==> src/rtl/mux_sel_pkg.sv <==
// mux_sel_pkg: shared constants, state encoding and channel-wrap helper for the 5-way round-robin mux select
package mux_sel_pkg;

    localparam int NUM_CH        = 5;
    localparam int SEL_W         = 3;
    localparam int TO_CYCLES_DEF = 15;

    // Reset value of the last-granted pointer so that channel 0 wins the first search
    localparam logic [SEL_W-1:0] LAST_RST = 3'd4;

    typedef enum logic {
        IDLE  = 1'b0,
        GRANT = 1'b1
    } state_e;

    // Next channel index in cyclic order, 4 wraps to 0
    function automatic logic [SEL_W-1:0] next_ch(input logic [SEL_W-1:0] ch);
        return (ch >= SEL_W'(NUM_CH - 1)) ? '0 : ch + 1'b1;
    endfunction

endpackage

==> src/rtl/rr_pick5.sv <==
// rr_pick5: combinational cyclic priority search over 5 requests, starting just after start_i
module rr_pick5
    import mux_sel_pkg::*;
(
    input  logic [NUM_CH-1:0] mask_i,
    input  logic [SEL_W-1:0]  start_i,
    output logic [SEL_W-1:0]  idx_o,
    output logic              found_o
);

    logic [SEL_W-1:0] ch;

    // Walk start+1, start+2, ... start+5 (mod 5) and keep the first set mask bit
    always_comb begin
        idx_o   = '0;
        found_o = 1'b0;
        ch      = start_i;
        for (int k = 0; k < NUM_CH; k++) begin
            ch = next_ch(ch);
            if (!found_o && mask_i[ch]) begin
                idx_o   = ch;
                found_o = 1'b1;
            end
        end
    end

endmodule

==> src/rtl/mux_sel_rr5.sv <==
// mux_sel_rr5: round-robin select generator for a 5-to-1 mux with registered S/VALID.
// Optional grant timeout enabled by defining MUX_SEL_TIMEOUT_EN (adds TIMEOUT port and counter).
module mux_sel_rr5
    import mux_sel_pkg::*;
#(
    parameter int TO_CYCLES = TO_CYCLES_DEF
) (
    input  logic              CLK,
    input  logic              RST,
    input  logic [NUM_CH-1:0] REQ,
    input  logic              ACK,
    output logic [SEL_W-1:0]  S,
`ifdef MUX_SEL_TIMEOUT_EN
    output logic              TIMEOUT,
`endif
    output logic              VALID
);

    if (TO_CYCLES < 1 || TO_CYCLES > 15) begin : g_bad_to
        $error("mux_sel_rr5: TO_CYCLES must be within 1..15");
    end

    state_e           state_q, state_d;
    logic [SEL_W-1:0] s_q, s_d;
    logic [SEL_W-1:0] last_q, last_d;
    logic [NUM_CH-1:0] pick_mask;
    logic [SEL_W-1:0]  pick_start;
    logic [SEL_W-1:0]  pick_idx;
    logic              pick_found;
    logic              release_g;

`ifdef MUX_SEL_TIMEOUT_EN
    logic [3:0] cnt_q, cnt_d;
    logic       expire;

    // Expiry only counts when the downstream did not consume this cycle; ACK wins a tie
    assign expire  = (state_q == GRANT) && !ACK && (cnt_q == 4'(TO_CYCLES - 1));
    assign TIMEOUT = expire;
    assign release_g = (state_q == GRANT) && (ACK || expire);

    // Counter restarts on every new grant and advances while the grant is held
    assign cnt_d = (state_q == GRANT && !release_g) ? cnt_q + 4'd1 : 4'd0;

    // Grant-age counter register
    always_ff @(posedge CLK or posedge RST) begin
        if (RST) cnt_q <= 4'd0;
        else     cnt_q <= cnt_d;
    end
`else
    assign release_g = (state_q == GRANT) && ACK;
`endif

    // While granted, the current channel is masked out so another requester gets the next turn
    assign pick_mask  = (state_q == GRANT) ? (REQ & ~(5'b00001 << s_q)) : REQ;
    assign pick_start = (state_q == GRANT) ? s_q : last_q;

    rr_pick5 u_pick (
        .mask_i  (pick_mask),
        .start_i (pick_start),
        .idx_o   (pick_idx),
        .found_o (pick_found)
    );

    // Next-state: arbitrate from IDLE, hold a grant until released, then hand over or drop to IDLE
    always_comb begin
        state_d = state_q;
        s_d     = s_q;
        last_d  = last_q;
        if (state_q == IDLE) begin
            state_d = pick_found ? GRANT : IDLE;
            s_d     = pick_found ? pick_idx : '0;
        end else if (release_g) begin
            last_d  = s_q;
            state_d = pick_found ? GRANT : IDLE;
            s_d     = pick_found ? pick_idx : '0;
        end
    end

    // State, select and last-granted pointer registers
    always_ff @(posedge CLK or posedge RST) begin
        if (RST) begin
            state_q <= IDLE;
            s_q     <= '0;
            last_q  <= LAST_RST;
        end else begin
            state_q <= state_d;
            s_q     <= s_d;
            last_q  <= last_d;
        end
    end

    assign S     = s_q;
    assign VALID = (state_q == GRANT);

endmodule

==> config.mk <==
export PLATFORM = sky130hd
export DESIGN_NAME = mux_sel_rr5
export DESIGN_NICKNAME = d
export VERILOG_FILES = /design/src/rtl/mux_sel_pkg.sv /design/src/rtl/rr_pick5.sv /design/src/rtl/mux_sel_rr5.sv
export SDC_FILE = /design/constraint.sdc
export NUM_CORES = 1
export LEC_CHECK = 0
export CORE_MARGIN = 8
export CORE_UTILIZATION = 59
export CTS_BUF_LIST = sky130_fd_sc_hd__clkbuf_4 sky130_fd_sc_hd__clkbuf_8
export DETAILED_ROUTE_END_ITERATION = 10
export HOLD_SLACK_MARGIN = 0.15
export PLACE_DENSITY_LB_ADDON = 0.08
export SLEW_MARGIN = 25
export SYNTH_ARGS = -nofsm -noshare
export SYNTH_HDL_FRONTEND = slang
export SYNTH_SLANG_ARGS = --single-unit
==> constraint.sdc <==
create_clock -name CLK -period 4.7 [get_ports CLK]
set_clock_uncertainty 0.2 [all_clocks]
set_input_delay 0.94 -clock CLK [delete_from_list [all_inputs] [get_ports CLK]]
set_output_delay 0.94 -clock CLK [all_outputs]
set_load 0.05 [all_outputs]
; ---- Yosys cells after proc, flatten, opt, wreduce, memory -nomap -nowiden
; Index checks and enable logic that the tools add are counted.
[totals]
reg_bits = 7
in_bits = 8
output_inout_bits = 4
wordCells = 65
[op_classes]
addsub = 5
magnitude_cmp = 10
n_eq_ne = 1
shifts = 1
mux = 33
bitwise_logic = 2
reduce_logical = 10
[ops]
columns = op, count
row1 = $mux 3, 14
row2 = $lt 3x4->1 const B, 5
row3 = $add 3x1->3 const B, 5
row4 = $bmux 1 s3, 5
row5 = $ge 3x3->1 const B, 5
row6 = $mux 1, 13
row7 = $and 5x5->5, 1
row8 = $logic_and 1x1->1, 5
row9 = $mux 5, 1
row10 = $not 5->5, 1
row11 = $shl 1x3->5 const A, 1
row12 = $logic_not 1->1, 4
row13 = $ne 2x1->1 const B, 1
row14 = $reduce_and 2->1, 1

; ---- Logic depth before layout (Yosys ltp)
; Gate-level depths: netlist of the first run.
[depth]
depth_word = 22
ltp_mapped = 18
ltp_nobuf = 17

; ---- Hierarchy
; Synthesis of the first run repeated with hierarchy kept, for this count alone.
[unflattened]
hier_cells = 135
area_unflattened_um2 = 1058.5
[modules_own_cells]
columns = mod, instances, cells_per_inst, area_per_inst_um2, seq_area_each_um2
row1 = rr_pick5, 1, 100, 658.1, 0.0
row2 = mux_sel_rr5, 1, 35, 400.4, 176.4

; ---- Least setup slack after synthesis of the first run
; OpenSTA, ideal clock, no wires.
[synth_timing]
path_kind = register to register
from = register state_q (netlist: VALID)
to = register s_q[0] (netlist: S[0])
setup_time_ns = 0.066
arrival_ns = 4.449
t_required_ns = 4.434
setup_slack_ns = -0.015
stages_incl_launch_ff = 19
path_buffers = 2
synth_period_minus_slack_ns = 4.715
cell_sequence = dfrtp_1 -> buf_6 -> clkbuf_8 -> mux2_2 -> ha_1 -> nand2_1 -> inv_1 -> ha_1 -> and2_1 -> ha_1 -> and2_1 -> ha_1 -> inv_1 -> nor2_1 -> a22oi_1 -> mux2i_2 -> or4b_1 -> a21oi_1 -> o32a_1
[synth_between]
elab_chain_len = 21
[synth_rtl]
columns = element, line_no
row1 = "start, declared", mux_sel_rr5.sv:23  ; state_e state_q, state_d;
row2 = "start signal, assigned", mux_sel_rr5.sv:86  ; state_q <= state_d;
row3 = branches (longest 21 deep; another with $add 3x1->3), --
row4 = "end signal, assigned", mux_sel_rr5.sv:83  ; s_q <= '0;
row5 = "end signal, assigned", mux_sel_rr5.sv:87  ; s_q <= s_d;
row6 = "end, declared", mux_sel_rr5.sv:24  ; logic [SEL_W-1:0] s_q, s_d;
; Parallel ways; which one is timed is not known. The select of a mux whose other input is x is not followed.
; A chain may end at the register's enable or synchronous reset.

; ---- Final worst setup path of the first run
; Ends and elaborated chain as after synthesis.

==> results of run 1 <==
==> layout by cell type (no fill, tap or decap), types with 5 or more instances in the layout <==
master and instances:
clkdlybuf4s50_1 11, buf_4 7, a21oi_1 8, nor2_1 16, nand2_1 18, inv_1 7, dfrtp_1 5
==> cell families (layout without fill, tap and decap cells) <==
group | Yosys count | in the layout | synth area share [%]
flip-flops | 7 | 7 | 14.1
adder cells (fa/ha/maj) | 4 | 4 | 4.00
AND/OR/NAND/NOR | 71 | 71 | 31.9
multiplexers | 10 | 10 | 10.4
buffers and inverters | 14 | 30 | 7.00
AO/OA/AOI/OAI | 48 | 48 | 32.6
==> per-layer routing <==
| metal | part of all wire, % | vias up | GRT usage (%) |
|---|---|---|---|
| met3 | 5.9 | 8 | 1.85 |
| met4 | 1.3 | 0 | 6.49 |
| met2 | 49 | 53 | 31.6 |
| met5 | 0 | - | 0 |
| met1 | 44 | 623 | 25.1 |
| li1 | - | 616 | - |
==> worst max-delay path: cells and delay by family (launching register included) <==
kind | cells | cell delay [ns]
muxes | 2 | 0.64
AOI/OAI and AO/OA | 3 | 0.59
and+or+nand+nor | 5 | 1.02
adders and majority gates | 4 | 1.28
buffers and inverters | 3 | 0.31
DFF | 1 | 0.40
==> through the flow <==
step           setup slack (ns)  instance area (um2)  utilization, %
2_1_floorplan             0.124                 1250               -
3_3_place_gp              0.300                 1390            70.2
3_5_place_dp              0.190                 1390            70.2
4_1_cts                   0.176                 1420            71.7
5_1_grt                 0.00713                 1430            72.0
6_report                  0.191                 1430            72.0
==> area by class of cell <==
| cell class | instances | area (um2) |
|---|---|---|
| multi-input cells | 133 | 992 |
| clock buffers | 4 | 30.0 |
| inverters | 8 | 30.0 |
| fillers | 156 | 556 |
| repair buffers | 18 | 163 |
| flip-flops and latches | 7 | 178 |
| well taps | 27 | 33.8 |
==> timing repair <==
item	4_1_cts	5_1_grt
endpoints found under the setup margin	0	1
hold buffers	0	0
gates resized for setup	0	1
buffers inserted	0	0
==> final timing paths <==
kind	to	cells past startpoint	slack [ns]	startpoint
max	S[0]$_DFFE_PP0P_	17	0.19	VALID$_DFF_PP0_
min	last_q[1]$_DFFE_PP0P_	1	0.32	last_q[1]$_DFFE_PP0P_
max reg2reg	S[0]$_DFFE_PP0P_	17	0.19	VALID$_DFF_PP0_
min reg2reg	last_q[1]$_DFFE_PP0P_	1	0.32	last_q[1]$_DFFE_PP0P_
max in group asynchronous	last_q[2]$_DFFE_PP1P_	2	3.33	RST
min in group asynchronous	last_q[0]$_DFFE_PP0P_	2	0.71	RST
==> sequential cells by signal, summed over array words and instances, names as in the netlist <==
name	cells
VALID	1
S	3
last_q	3
==> results.yml, run 1 <==
synthesis:
  synth_ff_type: "dfrtp_1"
  synth_edf_count: 0
  yosys.cell_count.top_type: "nand2_1"
  syn_nets: 166
  ys_top_cells_by_area: "dfrtp_1 (12%), nand2_1 (5.4%), nor2_1 (4.8%)"
  yosysWarnings: 0
  ys_ff_latch: 7
  syn-mean-instance-area_um2: 8.12
  synthTopCellsByCount: "nand2_1 (18), nor2_1 (16), a21oi_1 (8)"
  synth_cells: 154
  synth.cell_area_um2: 1250
  synthArstFlopShare_pct: 100
  synth_top_area_cell: "dfrtp_1"
  ys_seq_area_share_pct: 14.1
  synth_cell_types: 67
  yosysTopAreaCellShare_pct: 12.0
timing:
  rsz0062_at_grt: "no"
  max-slew-margin-rel_pct: 45.9
  fmax_ghz: 0.222
  slew_viol_final: 0
  hold-worst-slack_ns: 0.321
  fin_tns_setup_ns: 0
  finalCritPeriodShare_pct: 95.9
  finalHoldViolations: 0
  setup_violations: 0
  period_minus_slack_ns: 4.51
  worst-slew-pin-transition_ns: 0.801
critical_path:
  worst_path_max_delay_cell: "or4b_1"
  crit_top_cell: "ha_1"
  slowest_delay_ns: 0.46
  start_kind: "flip-flop"
  cp-end-kind: "flip-flop"
  crit_arrival_ns: 4.50
  path_max_fanout: 5
  cp.required_ns: 4.69
  critical_path_class: "reg -> reg"
  path_cells: "mux2i_2 -> inv_1 -> ha_1 -> nand2_1 -> inv_1 -> ha_1 -> and2_1 -> ha_1 -> and2_1 -> ha_1 -> inv_1 -> nor2_1 -> a22oi_2 -> mux2i_2 -> or4b_1 -> a21oi_1 -> o32a_1"
flow_run:
  maxCapViolations: 0
placement:
  gp_congestion: 0.913
  port_buffers: 11
  dp.cells: 193
  hpwl_um: 2590
clock_tree:
  clock_path_buffers: 2
  cts_root_buf: "clkbuf_4"
  numCtsBuffers: 3
  htree_num_levels: 1
  insertion_delay_ns: 0.25
  clk_pin_slew_ns: 0.05
  cts_sinks: 7
  cts_tree: "done"
floorplanning:
  rows: 16
  die_area_um2: 3850
  io_pins: 12
  dieWidth_um: 62.1
  initial_core_util_pct: 63.1
  fp.dieH_um: 62.1
  design.core.area_um2: 1980
worst_hold_path:
  hp-class: "reg -> reg"
route:
  initialDrtViolationCount: 93
  wl_per_cell_um: 17.0
  drtAntennaViolNets: 0
  vias: 1300
  first_pass_iters: 4
  viasPerCell: 6.60
  drc: 0
  drt-total-wl_um: 3350
global_route:
  grt.overflow.total: 0
  antenna_found_initial: 0
  groute.usage.overall_pct: 19.1
  grt_max_degree: 17
  grt_pass1_vias: 1202
  grt_pass1_wl_um: 5600
run_status:
  status: "finished, final reports clean"
cells_and_area:
  syn2layout_area_growth_pct: 14.0
  insertedDiodeCount: 0
  nNetsFinal: 183
  fin_cells: 197
  drive_gt1_share_pct: 21.8
Power of run 1 is left out: the tool's default activity adds up to more than one toggle a clock period on the data nets, which glitch-free logic cannot reach.
==> inputs of run 2 (changes only) <==
CORE_UTILIZATION = 58   (was 59)
CTS_CLUSTER_SIZE = 16   (was unset)
SYNTH_HIERARCHICAL = 1   (was unset)
==> results.yml, run 2 <==
synthesis:
  synth.cell_area_um2: 1060
  ys_top_cells_by_area: "dfrtp_1 (14%), ha_1 (4.7%), mux2i_1 (4.7%)"
  synth_top_area_cell: "dfrtp_1"
  syn_nets: 147
  synth_cell_types: 51
  ys_seq_area_share_pct: 16.7
  ys_ff_latch: 7
  yosysTopAreaCellShare_pct: 14.2
  syn-mean-instance-area_um2: 7.84
  synth_cells: 135
  synth_edf_count: 0
  synthTopCellsByCount: "nand2_1 (12), nor2_1 (10), o21ai_0 (10)"
  yosys.cell_count.top_type: "nand2_1"
  synthArstFlopShare_pct: 100
  synth_ff_type: "dfrtp_1"
  yosysWarnings: 6
critical_path:
  path_cells: "mux2_2 -> inv_1 -> ha_1 -> nor2b_1 -> ha_1 -> or3b_1 -> a221o_1 -> a211oi_2 -> a211oi_1 -> or4_4 -> or3_4 -> o221ai_2 -> nand2_1 -> mux2i_1"
  r2r_cells: 14
  cp.required_ns: 4.68
  slowest_delay_ns: 0.56
  crit_arrival_ns: 4.33
  start_kind: "flip-flop"
  critical_path_class: "reg -> reg"
  rrSetupSlack_ns: 0.35
  crit_top_cell: "ha_1"
  worst_path_max_delay_cell: "or4_4"
  path_max_fanout: 9
  r2r_end: "S[0]$_DFFE_PP0P_"
  cp-end-kind: "flip-flop"
  timing.rr.start: "VALID$_DFF_PP0_"
floorplanning:
  fp.dieH_um: 58.7
  design.core.area_um2: 1730
  die_area_um2: 3450
  dieWidth_um: 58.7
  initial_core_util_pct: 61.3
  rows: 15
  io_pins: 12
placement:
  hpwl_um: 2270
  post-place-ws_ns: 0.360
  port_buffers: 11
  gp_congestion: 0.899
  placed_cell_area_um2: 1210
flow_run:
  maxCapViolations: 0
cells_and_area:
  nNetsFinal: 164
  fin_util_pct: 72.1
  syn2layout_area_growth_pct: 17.6
  stdcell_area_um2: 1240
  layout_common_cells: "nand2_1 (12), clkdlybuf4s50_1 (11), o21ai_0 (10), nor2_1 (10), inv_1 (8)"
  insertedDiodeCount: 0
  final_common_cell: "nand2_1"
  drive_gt1_share_pct: 16.6
worst_hold_path:
  holdPathEnd: "last_q[1]$_DFFE_PP0P_"
  holdPathStages: 1
  worstHoldStart: "last_q[1]$_DFFE_PP0P_"
  hp-class: "reg -> reg"
global_route:
  grt.overflow.total: 0
  grt_pass1_wl_um: 4840
  antenna_found_initial: 0
  grt_max_degree: 13
  groute.usage.overall_pct: 17.6
  grt_pass1_vias: 1009
timing:
  worst-slew-pin-transition_ns: 0.642
  fmax_ghz: 0.230
  slew_viol_final: 0
  setup_violations: 0
  fin_tns_setup_ns: 0
  fin_ws_ns: 0.347
  period_minus_slack_ns: 4.35
  rsz0062_at_grt: "no"
  finalCritPeriodShare_pct: 92.6
  finalHoldViolations: 0
  max-slew-margin-rel_pct: 56.7
route:
  drtAntennaViolNets: 0
  vias: 1117
  wl_per_cell_um: 16.5
  viasPerCell: 6.35
  drt-total-wl_um: 2910
  first_pass_iters: 4
  initialDrtViolationCount: 51
  drc: 0
clock_tree:
  cts_root_buf: "clkbuf_4"
  cts_sinks: 7
  cts_resized: 0
  ctsHoldBuffers: 0
  postCtsSetupBuffers: 0
  numCtsBuffers: 3
  htree_num_levels: 1
  clk_pin_slew_ns: 0.06
  cts_tree: "done"
  clock_path_buffers: 2
  insertion_delay_ns: 0.26
run_status:
  status: "finished, final reports clean"
==> run 2: changes by cell type after synthesis, moves of 4 or more <==
cell     change
a21oi_1      -4
nor2b_1      +5
and2_1       -4
nor2_1       -6
o21ai_0      +6
nand2_1      -6
==> run 2: layer usage <==
layer | global-route usage, % | routed length, um
met1 | 23.4 | 1270
met2 | 27.6 | 1390
met3 | 4.57 | 236
met4 | 3.75 | 11
met5 | 0 | 0
==> run 2: cell families after synthesis <==
family | count (synthesis) | synth area share [%]
AO/OA/AOI/OAI | 45 | 31.4
adder cells (fa/ha/maj) | 4 | 4.73
buffers and inverters | 13 | 5.44
flip-flops | 7 | 16.7
multiplexers | 11 | 12.2
AND/OR/NAND/NOR | 55 | 29.6
==> run 2: final cells by class <==
type | instances | area [um2]
Clock buffer | 4 | 30.0
Inverter | 9 | 33.8
Multi-Input combinational cell | 115 | 825
Tap cell | 25 | 31.3
Fill cell | 156 | 482
Timing Repair Buffer | 16 | 148
Sequential cell | 7 | 178
==> run 2: worst max-delay path, delay by kind of cell, from the launching register on <==
kind / cells / cell delay [ns]
AOI/OAI and AO/OA: 4 / 0.87
adders and majority gates: 2 / 0.59
buffers and inverters: 1 / 0.08
DFF: 1 / 0.47
muxes: 2 / 0.49
and+or+nand+nor: 5 / 1.56
==> run 2: through the flow <==
| step | instances | hold WS, ns |
|---|---|---|
| CTS | 176 | 0.318 |
| global route | 176 | 0.340 |
| floorplan | 135 | 0.274 |
| global placement | 172 | 0.299 |
| finish | 176 | 0.318 |
| detailed placement | 172 | 0.304 |
==> run 2: worst max-delay path by stage <==
stage                           from               end  cells past startpoint
floorplan           S[0]$_DFFE_PP0P_  S[0]$_DFFE_PP0P_                     16
global placement     VALID$_DFF_PP0_  S[0]$_DFFE_PP0P_                     14
CTS                  VALID$_DFF_PP0_  S[0]$_DFFE_PP0P_                     14
finish               VALID$_DFF_PP0_  S[0]$_DFFE_PP0P_                     14
detailed placement   VALID$_DFF_PP0_  S[0]$_DFFE_PP0P_                     14
global route         VALID$_DFF_PP0_  S[0]$_DFFE_PP0P_                     14
Power of run 2 is left out for the same reason.
==> inputs of run 3 (changes only) <==
MAX_ROUTING_LAYER = met4   (was unset)
==> results.yml, run 3 (synthesis results as in run 2) <==
clock_tree:
  cts_resized: 0
  cts_sinks: 7
  insertion_delay_ns: 0.26
  postCtsSetupBuffers: 0
  cts_root_buf: "clkbuf_4"
  numCtsBuffers: 3
  clock_path_buffers: 2
  clk_pin_slew_ns: 0.06
  ctsHoldBuffers: 0
  htree_num_levels: 1
  cts_tree: "done"
floorplanning:
  die_area_um2: 3450
  rows: 15
  io_pins: 12
  dieWidth_um: 58.7
  design.core.area_um2: 1730
  fp.dieH_um: 58.7
  initial_core_util_pct: 61.3
placement:
  post-place-ws_ns: 0.386
  gp_congestion: 0.932
  hpwl_um: 2170
  port_buffers: 11
  dp.cells: 172
critical_path:
  start_kind: "flip-flop"
  crit_top_cell: "ha_1"
  slowest_delay_ns: 0.55
  worst_path_max_delay_cell: "or4_4"
  crit_arrival_ns: 4.33
  cp.required_ns: 4.67
  path_cells: "mux2_2 -> inv_1 -> ha_1 -> nor2b_1 -> ha_1 -> or3b_1 -> a221o_1 -> a211oi_2 -> a211oi_1 -> or4_4 -> or3_4 -> o221ai_2 -> nand2_1 -> mux2i_1"
  cp-end-kind: "flip-flop"
  worstSetupStartpoint: "VALID$_DFF_PP0_"
  timing.rr.start: "VALID$_DFF_PP0_"
  path_max_fanout: 9
  critical_path_class: "reg -> reg"
global_route:
  groute.usage.overall_pct: 17.3
  use_met1_pct: 22.3
  grt.overflow.total: 0
  grt_pass1_vias: 1016
  grt_use_met3_pct: 4.35
  grt_pass1_wl_um: 4600
  antenna_found_initial: 0
  busiest_layer: "met2"
  use_met2_pct: 25.7
  grt_max_degree: 16
route:
  viasPerCell: 6.06
  first_pass_iters: 4
  drtAntennaViolNets: 0
  wl_per_cell_um: 15.8
  vias: 1067
  initialDrtViolationCount: 89
  drt-total-wl_um: 2790
  drc: 0
timing:
  fin_tns_setup_ns: 0
  worst-slew-pin-transition_ns: 0.630
  period_minus_slack_ns: 4.36
  fin_ws_ns: 0.336
  finalHoldViolations: 0
  rsz0062_at_grt: "no"
  slew_viol_final: 0
  fmax_ghz: 0.229
  setup_violations: 0
  max-slew-margin-rel_pct: 57.5
  finalCritPeriodShare_pct: 92.9
cells_and_area:
  fin_cells: 176
  syn2layout_area_growth_pct: 17.6
  final.fill_count: 144
  drive_gt1_share_pct: 16.6
  layout_common_cells: "nand2_1 (12), clkdlybuf4s50_1 (11), o21ai_0 (10), nor2_1 (10), inv_1 (8)"
  nNetsFinal: 164
  fin_util_pct: 72.1
  final_common_cell: "nand2_1"
  insertedDiodeCount: 0
run_status:
  status: "finished, final reports clean"
worst_hold_path:
  hp-class: "reg -> reg"
  worstHoldStart: "last_q[1]$_DFFE_PP0P_"
flow_run:
  maxCapViolations: 0
## run 3: area by class of cell
cell class / instances / area, um2 / share of cell area (%)
Timing Repair Buffer: 16 / 148 / 11.9
Tap cell: 25 / 31.3 / 2.51
Sequential cell: 7 / 178 / 14.3
Multi-Input combinational cell: 115 / 825 / 66.2
Inverter: 9 / 33.8 / 2.71
Clock buffer: 4 / 30.0 / 2.41
## run 3: per-stage QoR
step / instance area [um2] / hold WS, ns
2_1_floorplan: 1060 / 0.274
6_report: 1240 / 0.314
3_3_place_gp: 1210 / 0.304
3_5_place_dp: 1210 / 0.304
4_1_cts: 1240 / 0.317
5_1_grt: 1240 / 0.339
## run 3: per-layer routing
layer,part of all wire [%],wire length [um]
met1,46,1290
met2,45,1250
met3,8.5,237
met4,0.22,6
met5,0,0
## run 3: worst paths after layout
kind	endpoint	slack, ns	cells after the start
min in group asynchronous	last_q[1]$_DFFE_PP0P_	0.71	2
setup reg to reg	S[1]$_DFFE_PP0P_	0.34	14
hold reg to reg	last_q[1]$_DFFE_PP0P_	0.31	1
hold / removal	last_q[1]$_DFFE_PP0P_	0.31	1
max in group asynchronous	last_q[2]$_DFFE_PP1P_	3.32	2
setup / recovery	S[1]$_DFFE_PP0P_	0.34	14
## run 3: critical path, delay by kind of cell, from the launching register on
kind                     cells  cell delay, ns
adder cells (fa/ha/maj)      2            0.64
flip-flops                   1            0.46
AND/OR/NAND/NOR              5            1.58
multiplexers                 2            0.50
buffers and inverters        1            0.09
AO/OA/AOI/OAI                4            0.81
Power of run 3 is left out for the same reason.
